## src/rtl/nios2_sp_ramp_ctrl_if.sv

```systemverilog
// rtl/nios2_sp_ramp_ctrl_if.sv - Avalon-MM register port for the setpoint ramp controller
// Zero wait-state, zero read-latency slave bus: readdata is combinational from address.
interface nios2_sp_ramp_ctrl_if;
  logic [2:0]  address;
  logic        chipselect;
  logic        write_n;
  logic [31:0] writedata;
  logic [31:0] readdata;

  modport master (
    output address, chipselect, write_n, writedata,
    input  readdata
  );

  modport slave (
    input  address, chipselect, write_n, writedata,
    output readdata
  );
endinterface

```

## src/rtl/nios2_sp_ramp_ctrl.sv

```systemverilog
// rtl/nios2_sp_ramp_ctrl.sv - slew-limited setpoint sequencer with Avalon-MM registers and done IRQ
// out_port moves toward TARGET by at most STEP every PRESC+1 clocks; irq = done & irq_en.
module nios2_sp_ramp_ctrl #(
  parameter int                DATA_W    = 20,
  parameter int                PRESC_W   = 16,
  parameter logic [DATA_W-1:0] RESET_VAL = '0
) (
  input  logic                  clk,
  input  logic                  reset_n,
  nios2_sp_ramp_ctrl_if.slave   bus,
  output logic [DATA_W-1:0]     out_port,
  output logic                  irq
);

  typedef enum logic {IDLE, RAMP} state_e;

  state_e               state_q;
  logic [DATA_W-1:0]    out_q, target_q, step_q;
  logic [PRESC_W-1:0]   presc_q, cnt_q;
  logic                 irq_en_q, done_q;

  logic                 wr, wr_target, wr_step, wr_presc, wr_ctrl, wr_status;
  logic                 abort, tick, reach;
  logic [DATA_W:0]      diff, mag;
  logic [DATA_W-1:0]    out_d;
  logic [31:0]          rdata;
  logic                 unused_wdata;

  assign wr        = bus.chipselect & ~bus.write_n;
  assign wr_target = wr && (bus.address == 3'd0);
  assign wr_step   = wr && (bus.address == 3'd1);
  assign wr_presc  = wr && (bus.address == 3'd2);
  assign wr_ctrl   = wr && (bus.address == 3'd3);
  assign wr_status = wr && (bus.address == 3'd4);
  assign abort     = wr_ctrl && bus.writedata[1];
  assign unused_wdata = ^bus.writedata[31:DATA_W];

  // STEP==0 skips the prescaler; ">=" guards against PRESC being lowered below the running count
  assign tick  = (state_q == RAMP) && ((step_q == '0) || (cnt_q >= presc_q));
  assign diff  = {1'b0, target_q} - {1'b0, out_q};
  assign mag   = diff[DATA_W] ? (~diff + 1'b1) : diff;
  assign reach = (step_q == '0) || (mag <= {1'b0, step_q});

  always_comb begin
    out_d = target_q;
    if (!reach) out_d = diff[DATA_W] ? (out_q - step_q) : (out_q + step_q);
  end

  always_ff @(posedge clk or negedge reset_n) begin
    if (!reset_n) begin
      state_q  <= IDLE;
      out_q    <= RESET_VAL;
      target_q <= RESET_VAL;
      step_q   <= '0;
      presc_q  <= '0;
      cnt_q    <= '0;
      irq_en_q <= 1'b0;
      done_q   <= 1'b0;
    end else begin
      if (wr_target) target_q <= bus.writedata[DATA_W-1:0];
      if (wr_step)   step_q   <= bus.writedata[DATA_W-1:0];
      if (wr_presc)  presc_q  <= bus.writedata[PRESC_W-1:0];
      if (wr_ctrl)   irq_en_q <= bus.writedata[0];
      if (wr_status && bus.writedata[1]) done_q <= 1'b0;

      case (state_q)
        IDLE: begin
          if (wr_target) begin
            state_q <= RAMP;
            cnt_q   <= '0;
            done_q  <= 1'b0;
          end
        end
        RAMP: begin
          if (abort) begin
            state_q <= IDLE;
          end else if (tick) begin
            out_q <= out_d;
            cnt_q <= '0;
            if (reach) begin
              done_q  <= 1'b1;
              state_q <= IDLE;
            end
          end else begin
            cnt_q <= cnt_q + PRESC_W'(1);
          end
        end
        default: state_q <= IDLE;
      endcase
    end
  end

  always_comb begin
    rdata = '0;
    case (bus.address)
      3'd0:    rdata[DATA_W-1:0]  = target_q;
      3'd1:    rdata[DATA_W-1:0]  = step_q;
      3'd2:    rdata[PRESC_W-1:0] = presc_q;
      3'd3:    rdata[0]           = irq_en_q;
      3'd4:    rdata[1:0]         = {done_q, state_q == RAMP};
      3'd5:    rdata[DATA_W-1:0]  = out_q;
      default: rdata = '0;
    endcase
  end

  assign bus.readdata = rdata;
  assign out_port     = out_q;
  assign irq          = done_q & irq_en_q;

endmodule
```

## src/flat_wrapper.sv

```systemverilog
// flat-port wrapper written by rule: the top's interface ports become plain ports
module nios2_sp_ramp_ctrl_flat 
#(
  parameter int                DATA_W    = 20,
  parameter int                PRESC_W   = 16,
  parameter logic [DATA_W-1:0] RESET_VAL = '0
)
  (clk, reset_n, out_port, irq, bus_address, bus_chipselect, bus_write_n, bus_writedata, bus_readdata);
  nios2_sp_ramp_ctrl_if bus_i ();
  input  logic clk;
  input  logic reset_n;
  output logic [DATA_W-1:0] out_port;
  output logic irq;
  input wire logic [$bits(bus_i.address)-1:0] bus_address;
  input wire logic [$bits(bus_i.chipselect)-1:0] bus_chipselect;
  input wire logic [$bits(bus_i.write_n)-1:0] bus_write_n;
  input wire logic [$bits(bus_i.writedata)-1:0] bus_writedata;
  output wire logic [$bits(bus_i.readdata)-1:0] bus_readdata;
  assign bus_i.address = bus_address;
  assign bus_i.chipselect = bus_chipselect;
  assign bus_i.write_n = bus_write_n;
  assign bus_i.writedata = bus_writedata;
  assign bus_readdata = bus_i.readdata;
  nios2_sp_ramp_ctrl #(.DATA_W(DATA_W), .PRESC_W(PRESC_W), .RESET_VAL(RESET_VAL)) u_core (.clk(clk), .reset_n(reset_n), .bus(bus_i), .out_port(out_port), .irq(irq));
endmodule
```

## config.mk

```make
export PLATFORM = sky130hd
export DESIGN_NAME = nios2_sp_ramp_ctrl_flat
export DESIGN_NICKNAME = d
export VERILOG_FILES = /design/src/rtl/nios2_sp_ramp_ctrl_if.sv /design/src/rtl/nios2_sp_ramp_ctrl.sv /design/src/flat_wrapper.sv
export SDC_FILE = /design/constraint.sdc
export NUM_CORES = 1
export LEC_CHECK = 0
export CAP_MARGIN = 30
export CORE_MARGIN = 1.5
export CORE_UTILIZATION = 55
export DETAILED_ROUTE_END_ITERATION = 10
export GPL_TIMING_DRIVEN = 0
export PLACE_DENSITY = 0.89
export SLEW_MARGIN = 20
export SYNTH_ARGS = -nofsm -noshare
export SYNTH_HDL_FRONTEND = slang
export SYNTH_SLANG_ARGS = --single-unit
```

## constraint.sdc

```tcl
create_clock -name clk -period 11.95 [get_ports clk]
set_input_delay 2.39 -clock clk [delete_from_list [all_inputs] [get_ports clk]]
set_output_delay 2.39 -clock clk [all_outputs]
set_load 0.02 [all_outputs]
```

==> out/qor.csv <==
stage,metric,value,unit
sta,worst-margin pin slew,759,ps
clock_tree,post-CTS setup buffers,0,
die,Initial Util,56.9,%
logic_synthesis,syn avg cell area,8.36,µm²
cells_and_area,Final Non-Filler Cells,1345,
sta,Final period util,64.0,%
outcome,status,finished clean,
sta,Final Max Slew Viols,0,
sta,relative slew slack,49.4,%
routing,ANT nets after route,0,
pwr,sequential power share,17.2,%
setup_path,"Arr. time, crit path",5260,ps
logic_synthesis,#FFs+latches synth,95,
setup_path,worst path required time,9560,ps
die,die width,129,µm
routing,# DRC,0,
sta,WHS,506,ps
cells_and_area,highest-count cells in the layout ignoring fill and taps,"nand2_1, o21ai_0, dfrtp_1",
grt,GR Overflow Total,0,
pwr,Int Pwr,1440,µW
logic_synthesis,Yosys cell types,83,
die,Core Box Area,0.0153,mm²
pwr,pwr/cell area,294,mW/mm²
hold_path,Hold Path Depth,1,
setup_path,CP max FO,10,
setup_path,startpoint types,primary input,
routing,DR vias/cell,6.31,
clock_tree,clk sinks,95,
logic_synthesis,"EDFF count, synth",0,
cells_and_area,"commonest non-fill, non-tap cell in the layout",nand2_1,
placement,gpl congestion,0.971,
die,IO Pins,92,
clock_tree,H-tree depth,3,
cells_and_area,area grow syn2layout,14.8,%
logic_synthesis,async set or reset register ratio after synthesis,100,%
hold_path,Min-Delay Path Class,reg2reg,
clock_tree,Longest Clk Path Bufs,2,
routing,DRT Pass-1 Iters,5,
die,Row Count,45,
clock_tree,"Hold-fix buffers, CTS",0,
cells_and_area,number of diodes,0,
sta,fmax,0.131,GHz
cells_and_area,Multi-input gate area,0.00584,mm²
cells_and_area,# nets final,1249,
die,full die area,0.0166,mm²
setup_path,CP Capture Type,output port,
sta,Final TNS setup,0,ps
clock_tree,Skew-Pair Late Insertion Delay,350,ps
clock_tree,post_cts resized,0,
clock_tree,TritonCTS Buffers,9,
sta,Hold Fails Final Rpt,0,
routing,drt initial violations,861,
cells_and_area,area occupied by registers,0.00238,mm²
sta,skew final,6.93,ps
pwr,switching share of power,51.1,%
pwr,Leak,0.00438,µW
logic_synthesis,Gate Count Post-Synth,1041,
cells_and_area,FILL cells,1196,
logic_synthesis,Synth Flop Type,dfrtp_1,
setup_path,worst reg2reg path depth,21,
grt,pin count of the biggest net entering global routing,49,
placement,dpl cells,1330,
placement,DP HPWL,20.1,mm
run,MaxCap Viol Count,0,
setup_path,crit path kind,in2out,
grt,gr usage total,32.2,%
sta,min Tclk post-route,7650,ps
pwr,combinational power share,72.9,%
pwr,Worst VDD drop,0.192,mV
sta,Final setup viols,0,
grt,vias in the first global route,8382,
sta,RSZ-0062 raised after global routing,no,
routing,Total Routed Length,26.1,mm
cells_and_area,layout cells sized above 1,9.88,%
clock_tree,Root Driver,clkbuf_16,
routing,Routed wire per std cell,19.4,µm
pwr,clock share of power,9.9,%
clock_tree,CTS tree,built,
grt,global-route wire length before repair,41.8,mm
clock_tree,clock slew at reported path FFs,60,ps
logic_synthesis,Syn. warnings,0,
routing,DR vias,8490,
grt,initial antenna violation count,0,
pwr,NetSw,1500,µW
die,Die Y,129,µm
logic_synthesis,area of the mapped netlist,0.00871,mm²
logic_synthesis,sequential share of the synthesized area,27.3,%
placement,IO Port Bufs,66,
[routing by layer]
metal	track usage [%]	vias up	wire length (µm)
met5	0	-	0
met4	18.2	0	1380
met3	6.78	104	2580
met2	51.8	512	11900
met1	40.2	3965	10200
li1	-	3909	-
[critical path, stage by stage]
cell and delay, ps:
clkdlybuf4s50_1 470, clkbuf_1 460, and2_0 400, clkbuf_1 420, a21oi_1 180, o21ai_0 280, clkdlybuf4s50_1 660
[synthesized netlist by cell type, types with 22 or more instances]
library cell	count	area, µm²
mux2_2	38	428
ha_1	78	976
o21ai_0	95	475
dfrtp_1	95	2380
a21o_1	24	180
nor3_1	22	110
xnor2_1	41	359
nand2b_1	23	144
inv_1	71	267
nor2_1	93	349
nand2_1	97	364
clkbuf_1	23	86.3
a21oi_1	64	320
xor2_1	24	210
[layout make-up]
| cell class | instances | share of cell area, % |
|---|---|---|
| buffer | 50 | 2.65 |
| clock buffer | 12 | 2.47 |
| clock inverter | 3 | 0.438 |
| inverter | 71 | 2.67 |
| multi-input combinational | 836 | 58.4 |
| sequential | 95 | 23.8 |
| tap | 211 | 2.64 |
| timing repair buffer | 67 | 6.90 |
[path summary, 6_finish.rpt]
kind	from	to	slack, ps
min	u_core.presc_q[1]	u_core.presc_q[1]	510
max	bus_address[0]	bus_readdata[14]	4300
min in group asynchronous	reset_n	u_core.cnt_q[2]	1970
min reg2reg	u_core.presc_q[1]	u_core.presc_q[1]	510
max in group asynchronous	reset_n	u_core.presc_q[14]	9390
max reg2reg	u_core.out_port[0]	u_core.out_port[13]	5190
[state kept, by name, summed over array words and instances (netlist names)]
signal / count
u_core.out_port: 20
u_core.step_q: 20
u_core.target_q: 20
u_core.cnt_q: 16
u_core.presc_q: 16
u_core.done_q: 1
u_core.irq_en_q: 1
u_core.state_q: 1
[power groups by stage]
| stage | registers (µW) | clock network [µW] | logic (µW) |
|---|---|---|---|
| floorplan | 476 | 0 | 1570 |
| global placement | 495 | 0 | 1990 |
| detailed placement | 499 | 0 | 2070 |
| CTS | 496 | 291 | 2090 |
| global route | 513 | 304 | 2330 |
| finish | 505 | 292 | 2140 |
[logic make-up (layout without fill, tap and decap cells)]
| family | Yosys count | in the layout | share of synthesized area (%) |
|---|---|---|---|
| and+or+nand+nor | 326 | 326 | 18.3 |
| AOI/OAI and AO/OA | 295 | 295 | 22.5 |
| buffers and inverters | 121 | 203 | 6.11 |
| DFF | 95 | 95 | 27.3 |
| adders and majority gates | 80 | 80 | 11.7 |
| xor gates and xnor gates | 65 | 65 | 6.54 |
| muxes | 58 | 58 | 7.56 |
| other | 1 | 12 | 0.0431 |
[through the flow]
step           total power (µW)  cell area [µm²]  utilization, %  worst slack (ps)
5_1_grt                    3150             9990            65.2              4170
3_5_place_dp               2570             9700            63.3              4410
6_report                   2940             9990            65.2              4300
2_1_floorplan              2040             8750               -              5610
3_3_place_gp               2480             9670            63.2              4460
4_1_cts                    2870             9990            65.2              4360
(Power assumes the default switching activity.)
